## config.mk

```make
export PLATFORM = sky130hd
export DESIGN_NAME = rom_streamer
export DESIGN_NICKNAME = d
export VERILOG_FILES = /design/src/rtl/rom_streamer.sv
export SDC_FILE = /design/constraint.sdc
export NUM_CORES = 1
export LEC_CHECK = 0
export BUFFER_PORTS_ARGS = -buffer_cell sky130_fd_sc_hd__buf_4
export CORE_MARGIN = 4
export CORE_UTILIZATION = 36
export DETAILED_ROUTE_END_ITERATION = 10
export SLEW_MARGIN = 20
export SYNTH_ARGS = -nofsm -noshare
export SYNTH_HDL_FRONTEND = slang
export SYNTH_SLANG_ARGS = --single-unit
```

## constraint.sdc

```tcl
create_clock -name I_CLK -period 2.8 [get_ports I_CLK]
set_clock_uncertainty 0.05 [all_clocks]
set_input_delay 0.28 -clock I_CLK [delete_from_list [all_inputs] [get_ports I_CLK]]
set_output_delay 0.28 -clock I_CLK [all_outputs]
set_load 0.1 [all_outputs]
```

## src/rtl/rom_streamer.sv

```systemverilog
// rom_streamer: SPI mode-0 flash sequential reader that streams bytes onto a download port.
// Define ROM_STREAMER_FAST_READ_EN for 0x0B fast read with 8 dummy clocks (default: 0x03 read).
`timescale 1ns/1ps
module rom_streamer #(
    parameter int unsigned CLK_DIV = 2,
    parameter int unsigned WR_GAP  = 8
) (
    input  logic        I_CLK,
    input  logic        I_RESET_N,
    input  logic        I_START,
    input  logic [23:0] I_ADDR,
    input  logic [21:0] I_LEN,
    input  logic        I_ABORT,
    input  logic        I_SPI_MISO,
    output logic        O_SPI_CLK,
    output logic        O_SPI_MOSI,
    output logic        O_SPI_CS_N,
    output logic [7:0]  O_DOWNLOAD_DO,
    output logic        O_DOWNLOAD_WR,
    output logic        O_DOWNLOAD_ON,
    output logic        O_BUSY,
    output logic        O_DONE
);
`ifdef ROM_STREAMER_FAST_READ_EN
    localparam logic [7:0] READ_CMD  = 8'h0B;
    localparam bit         FAST_READ = 1'b1;
`else
    localparam logic [7:0] READ_CMD  = 8'h03;
    localparam bit         FAST_READ = 1'b0;
`endif

    typedef enum logic [2:0] {IDLE, CMD, ADDR, DUMMY, DATA, HOLD, FINISH} state_t;
    state_t state, state_nx;

    logic [7:0]  div_cnt;
    logic [7:0]  gap_cnt;
    logic [4:0]  bit_cnt;
    logic [21:0] remaining;
    logic [31:0] sr;
    logic [7:0]  rx;
    logic [7:0]  dout;
    logic        sck;
    logic        wr;
    logic        shifting, sck_tick, sck_rise, sck_fall, field_done, wr_fire;

    always_comb begin
        shifting   = (state == CMD) || (state == ADDR) || (state == DUMMY) || (state == DATA);
        sck_tick   = shifting && (div_cnt == 8'(CLK_DIV - 1));
        sck_rise   = sck_tick && !sck;
        sck_fall   = sck_tick && sck;
        // A field ends on the falling edge after its last bit, leaving SCK low.
        field_done = sck_fall && (bit_cnt == ((state == ADDR) ? 5'd23 : 5'd7));
        wr_fire    = (state == HOLD) && (gap_cnt == '0);
    end

    always_ff @(posedge I_CLK or negedge I_RESET_N) begin
        if (!I_RESET_N) state <= IDLE;
        else            state <= state_nx;
    end

    always_comb begin
        state_nx = state;
        case (state)
            IDLE:   if (I_START) state_nx = (I_LEN == '0) ? FINISH : CMD;
            CMD:    if (I_ABORT) state_nx = FINISH;
                    else if (field_done) state_nx = ADDR;
            ADDR:   if (I_ABORT) state_nx = FINISH;
                    else if (field_done) state_nx = FAST_READ ? DUMMY : DATA;
            DUMMY:  if (I_ABORT) state_nx = FINISH;
                    else if (field_done) state_nx = DATA;
            DATA:   if (I_ABORT) state_nx = FINISH;
                    else if (field_done) state_nx = HOLD;
            // A strobe issued together with an abort still completes.
            HOLD:   if (wr_fire) state_nx = (I_ABORT || remaining == 22'd1) ? FINISH : DATA;
                    else if (I_ABORT) state_nx = FINISH;
            FINISH: state_nx = IDLE;
            default: state_nx = IDLE;
        endcase
    end

    always_comb begin
        O_SPI_CS_N    = (state == IDLE) || (state == FINISH);
        O_DOWNLOAD_ON = (state != IDLE) && (state != FINISH);
        O_BUSY        = (state != IDLE);
        O_DONE        = (state == FINISH);
        O_SPI_CLK     = sck;
        O_SPI_MOSI    = sr[31];
        O_DOWNLOAD_DO = dout;
        O_DOWNLOAD_WR = wr;
    end

    always_ff @(posedge I_CLK or negedge I_RESET_N) begin
        if (!I_RESET_N) begin
            div_cnt   <= '0;
            gap_cnt   <= '0;
            bit_cnt   <= '0;
            remaining <= '0;
            sr        <= '0;
            rx        <= '0;
            dout      <= '0;
            sck       <= 1'b0;
            wr        <= 1'b0;
        end else begin
            wr <= 1'b0;
            if (gap_cnt != '0) gap_cnt <= gap_cnt - 8'd1;
            if (state == IDLE && I_START && I_LEN != '0) begin
                sr        <= {READ_CMD, I_ADDR};
                remaining <= I_LEN;
                gap_cnt   <= '0;
                div_cnt   <= '0;
                bit_cnt   <= '0;
                sck       <= 1'b0;
            end
            if (shifting) begin
                div_cnt <= sck_tick ? '0 : div_cnt + 8'd1;
                if (sck_tick) sck <= !sck;
                if (sck_rise && state == DATA) rx <= {rx[6:0], I_SPI_MISO};
                if (sck_fall) begin
                    sr      <= {sr[30:0], 1'b0};
                    bit_cnt <= field_done ? '0 : bit_cnt + 5'd1;
                end
            end
            if (wr_fire) begin
                wr        <= 1'b1;
                dout      <= rx;
                remaining <= remaining - 22'd1;
                gap_cnt   <= 8'(WR_GAP - 1);
            end
            if (state_nx == FINISH) begin
                sck     <= 1'b0;
                sr      <= '0;
                div_cnt <= '0;
                bit_cnt <= '0;
            end
        end
    end
endmodule

```

# After elaboration in Yosys (flattened, before gate mapping)
# Cells that the tools add are included.
# totals
out_inout_bits	15
register_bits	96
wordCells	87
input_bits	51
# classes
reduce_logical	26
n_eq_ne	11
n_mux	36
add_sub_neg	4
# ops
op	count
two-way mux 32 bit	4
two-way mux 8 bit	7
two-way mux 22 bit	2
two-way mux 3 bit	10
two-way mux 5 bit	6
== test 22 x 1 -> 1 bit, second input constant	1
logical NOT 22 bit	1
nonzero test 22 bit	1
subtractor 22 x 1 -> 22 bit, second input constant	1
case mux 3 bit (5 select lines)	1
== test 3 bit, second input constant	4
logical AND 1 bit	9
nonzero test 3 bit	3
adder 8 x 1 -> 8 bit, second input constant	1
== test 8 x 1 -> 1 bit, second input constant	1
logical NOT 8 bit	1
nonzero test 8 bit	1
subtractor 8 x 1 -> 8 bit, second input constant	1
== test 3 x 2 -> 1 bit, second input constant	2
adder 5 x 1 -> 5 bit, second input constant	1
== test 5 bit	1
logical OR 1 bit	5
two-way mux 1 bit	5
== test 3 x 1 -> 1 bit, second input constant	1
7 further kinds	7

# Depth between registers and ports, before layout
# logic_depth
word_depth	12
mapped_depth	10
ltp_nobuf	9

# Worst setup path after synthesis
# No wires, ideal clock.
# synth_path
path_type	register to output
start	register state[1]
end	output O_DOWNLOAD_ON
t_arrival_ns	4.202
path_buffers	1
setup_slack_ns	-1.732
stages_incl_launch_ff	5
required_ns	2.470
cell_sequence	dfrtp_1 -> clkbuf_1 -> nand2b_1 -> o21ai_0 -> inv_1
# synth_via
elab_chain_len	2
word_cells_on_any_way	3
cone_classes	eq/ne (1); reduce/logical (2)
# synth_lines
item	line_no	source
start: declaration	33	state_t state, state_nx;
start signal: assignment	58	else state <= state_nx;
!= test 3 bit / nonzero test 3 bit (equally long branches)	83	O_DOWNLOAD_ON = (state != IDLE) && (state != FINISH);
logical AND 1 bit (*)	83	
end: declaration	20	output logic O_DOWNLOAD_ON,
# Mark *: on every way between the ends. The rest lies on a longest branch, timed or not.

# Worst setup path in the final report
# layout_path
start	register remaining[11]
end	register sr[21]
# layout_via
elab_chain_len	7
# layout_lines
item	line_no	source
start: declaration	38	logic [21:0] remaining;
start signal: assignment	126	remaining <= remaining - 22'd1;
== test 22 x 1 -> 1 bit	74	HOLD: if (wr_fire) state_nx = (I_ABORT || remaining == 22'd1) ? FINISH : DATA;
logical OR 1 bit	74	
two-way mux 2 bit	74	
two-way mux 3 bit	74	
case mux 3 bit (5 select lines)	63	case (state)
== test 3 bit	129	if (state_nx == FINISH) begin
two-way mux 32 bit	129	
end signal: assignment	107	sr <= {READ_CMD, I_ADDR};
end signal: assignment	119	sr <= {sr[30:0], 1'b0};
end: declaration	39	logic [31:0] sr;
# Every way passes these cells.
# A chain may end at the register's enable or synchronous reset.

==> impl_metrics.json <==
{
  "ir_worst_vdd_mv": 0.4989,
  "synth_area_per_cell_sq_um": 9.637,
  "post-route-period-util_pct": 96.02,
  "drive_gt1_share_pct": 30.61,
  "finalWirelength_microns": 12090,
  "crit_type": "register to register",
  "power.leakage_uw": 0.002709,
  "cts_tree": "yes",
  "routed_via_density": 5.405,
  "cts_root_buf": "clkbuf_16",
  "ys_warn_count": 0,
  "synth-seq-area-share_pct": 48.22,
  "die_h_microns": 125.6,
  "ys_types": 62,
  "ys_seq_elements": 96,
  "grt_first_pass_wirelength_microns": 20780,
  "hp-class": "input pin to register",
  "die_area_sq_mm": 0.01579,
  "synth-main-ff-cell": "dfrtp_1",
  "grt_pass1_vias": 4212,
  "outcome": "finished clean",
  "synth_top_cell_area_share_pct": 48.22,
  "arrival_ns": 2.87,
  "holdWs_ns": 0.09204,
  "grt_overflow": 0,
  "fmax_ghz": 0.3719,
  "yosys.area_share.simple_pct": 22.07,
  "final_core_util_pct": 47.15,
  "synthToLayoutAreaGrowth_pct": 26.82,
  "worstSetupStartpointType": "register",
  "syn_nets": 574,
  "antenna_left": 0,
  "grt_start_max_net_pins": 59,
  "r2r_slack_ns": 0.11,
  "hold_viol_final": 0,
  "synthCells": 517,
  "drv_cap": 0,
  "post-route-drc-count": 0,
  "nNetsFinal": 663,
  "slew_headroom_pct": 30.02,
  "synthArstFlopShare_pct": 100.0,
  "cts-buffers-inserted": 9,
  "synth_top_cell_by_area": "dfrtp_1",
  "initial_utilization_pct": 37.18,
  "synth.area.top_cells": "dfrtp_1 48%, nand2_1 6.2%, a21oi_2 6.2%",
  "fin_cells": 787,
  "io_pins": 66,
  "end_kind": "register",
  "drtIter0Drc": 209,
  "clkTransAtPathRegs_ns": 0.07,
  "gp_congestion": 0.8795,
  "die_x_microns": 125.6,
  "rows": 42,
  "synthAdderAreaFrac_pct": 1.507,
  "min_period_ns": 2.689,
  "diodes": 0,
  "cp.required_ns": 2.98,
  "powerDensity_mw_per_mm2": 1072,
  "hpwl_microns": 8722,
  "synth_top_family_by_area": "simple AND/OR/NAND/NOR gates",
  "num_vias": 4254,
  "clk-insertion-delay-late_ns": 0.35,
  "synth_compound_area_share_pct": 21.60,
  "setup_violations": 0,
  "htree_num_levels": 3,
  "clock_sinks": 96,
  "port_buffers": 65,
  "coreArea_sq_mm": 0.01340,
  "wire_per_inst_microns": 15.36,
  "crit_fanout": 10,
  "clk_path_buf_depth": 2,
  "finalMaxSlewViolations": 0,
  "worstMarginPinSlew_ns": 1.023,
  "synth-xor-area-share_pct": 1.055,
  "rsz0062_at_grt": "false",
  "drt_pre_antenna_iters": 4,
  "synth_edf_count": 0,
  "muxShareOfSynthArea_pct": 1.808,
  "antenna_found_initial": 0,
  "dp_cells": 766,
  "netlist_area_sq_mm": 0.004982,
  "grt.total_usage_pct": 15.83
}
## through the flow
step | total power, uW | setup slack [ns] | cell area (sq um) | setup TNS [ns]
floorplan | 4424 | -0.06124 | 5014 | -0.06124
global placement | 5282 | 0.06706 | 5911 | 0
detailed placement | 5357 | 0.05455 | 5911 | 0
CTS | 6739 | 0.03347 | 6252 | 0
global route | 7225 | 0.003669 | 6319 | 0
finish | 6773 | 0.1114 | 6319 | 0
## cells in the final DEF, fill, tap and decap left out, drive strengths merged, types with 3 or more instances in the layout
cell type  Yosys  routed
clkinv         1       3
nand2b         3       3
nand4          4       4
a21oi         60      60
dfrtp         96      96
clkbuf        20      11
o211ai         3       3
clkinvlp       0       4
nand3         17      17
nand2         82      82
nand4b         3       3
a22oi         24      24
nor2          42      42
a311oi         4       4
nor4          18      18
ha             6       6
and3           5       5
o21ai         18      18
o22ai          3       3
buf            7     103
nand3b         4       4
a221o          5       5
o31ai          3       3
mux2           8       8
or3            8       8
xnor2          5       5
inv           13      11
nor3          20      20
or4            3       3
a2111oi        3       3
a211oi         5       5
## where the power goes
group | internal, uW | total (uW) | switching (uW) | leakage, uW
Combinational | 1260 | 3180 | 1930 | 0.00130
Sequential | 1830 | 2240 | 411 | 0.00125
Clock | 810 | 1350 | 540 | 0.000155
## sequential cells by signal, summed over array words and instances (netlist names)
signal	flops
O_DOWNLOAD_WR	1
sr	32
rx	8
O_SPI_CLK	1
div_cnt	8
bit_cnt	5
state	3
O_DOWNLOAD_DO	8
remaining	22
gap_cnt	8
## synthesized netlist by cell type (3+ instances only)
cell type / count
o22ai_1: 3
inv_1: 13
nand3_1: 17
a21oi_2: 35
dfrtp_1: 96
ha_1: 6
buf_6: 4
mux2_2: 8
nand4_1: 4
or3_1: 8
nand3b_1: 4
nor4_1: 17
o21ai_0: 17
a21oi_1: 25
a311oi_1: 4
o211ai_1: 3
xnor2_1: 5
nor3_1: 19
a22oi_1: 24
a221o_1: 5
clkbuf_1: 20
and3_1: 4
o31ai_1: 3
nand2_1: 82
nand2b_1: 3
nand4b_1: 3
a211oi_1: 5
nor2_2: 5
nor2_1: 37
## path summary, 6_finish.rpt
check                                              from                      endpoint  cells after the start
min reg2reg                O_DOWNLOAD_DO[0]$_DFFE_PN0P_  O_DOWNLOAD_DO[0]$_DFFE_PN0P_                      2
min                                           I_LEN[19]     remaining[19]$_DFFE_PN0P_                      3
max in group asynchronous                     I_RESET_N               sr[7]$_DFF_PN0_                      3
max                           remaining[11]$_DFFE_PN0P_              sr[21]$_DFF_PN0_                      8
max reg2reg                   remaining[11]$_DFFE_PN0P_              sr[21]$_DFF_PN0_                      8
min in group asynchronous                     I_RESET_N      remaining[2]$_DFFE_PN0P_                      2
## metal layers
layer | vias up | wire length (microns) | GRT usage, %
li1 | 2074 | - | -
met1 | 2070 | 5891 | 22.15
met2 | 84 | 5451 | 23.88
met3 | 26 | 478 | 3.768
met4 | 0 | 271 | 5.995
met5 | - | 0 | 0
## critical path: stages, from the launching register on
cell and delay [ns]:
dfrtp_1 0.40, or4_4 0.54, or3_1 0.39, nor4_2 0.38
a2111oi_4 0.11, a221oi_4 0.32, buf_4 0.18, clkbuf_16 0.16
a21oi_2 0.04
## logic make-up (layout without fill, tap and decap cells)
logic type,Yosys count,after routing
DFF,96,96
adders and majority gates,6,6
muxes,8,8
buffers and inverters,41,135
and+or+nand+nor,219,219
xor gates and xnor gates,6,6
AOI/OAI and AO/OA,141,141
## what timing repair did
action	CTS	global route
setup endpoints to repair	0	31
hold buffers	1	0
endpoints found under the hold margin	38	0
buffers inserted	0	3
gates resized for setup	0	2
## layout make-up
type	instances	area, sq um
fillers	1267	7082
multi-input cells	380	2434
flip-flops and latches	96	2402
repair buffers	105	870.8
clock buffers	10	239.0
well taps	176	220.2
clock inverters	6	92.59
inverters	14	60.06
Note: power is estimated with default switching activity, not from simulation.
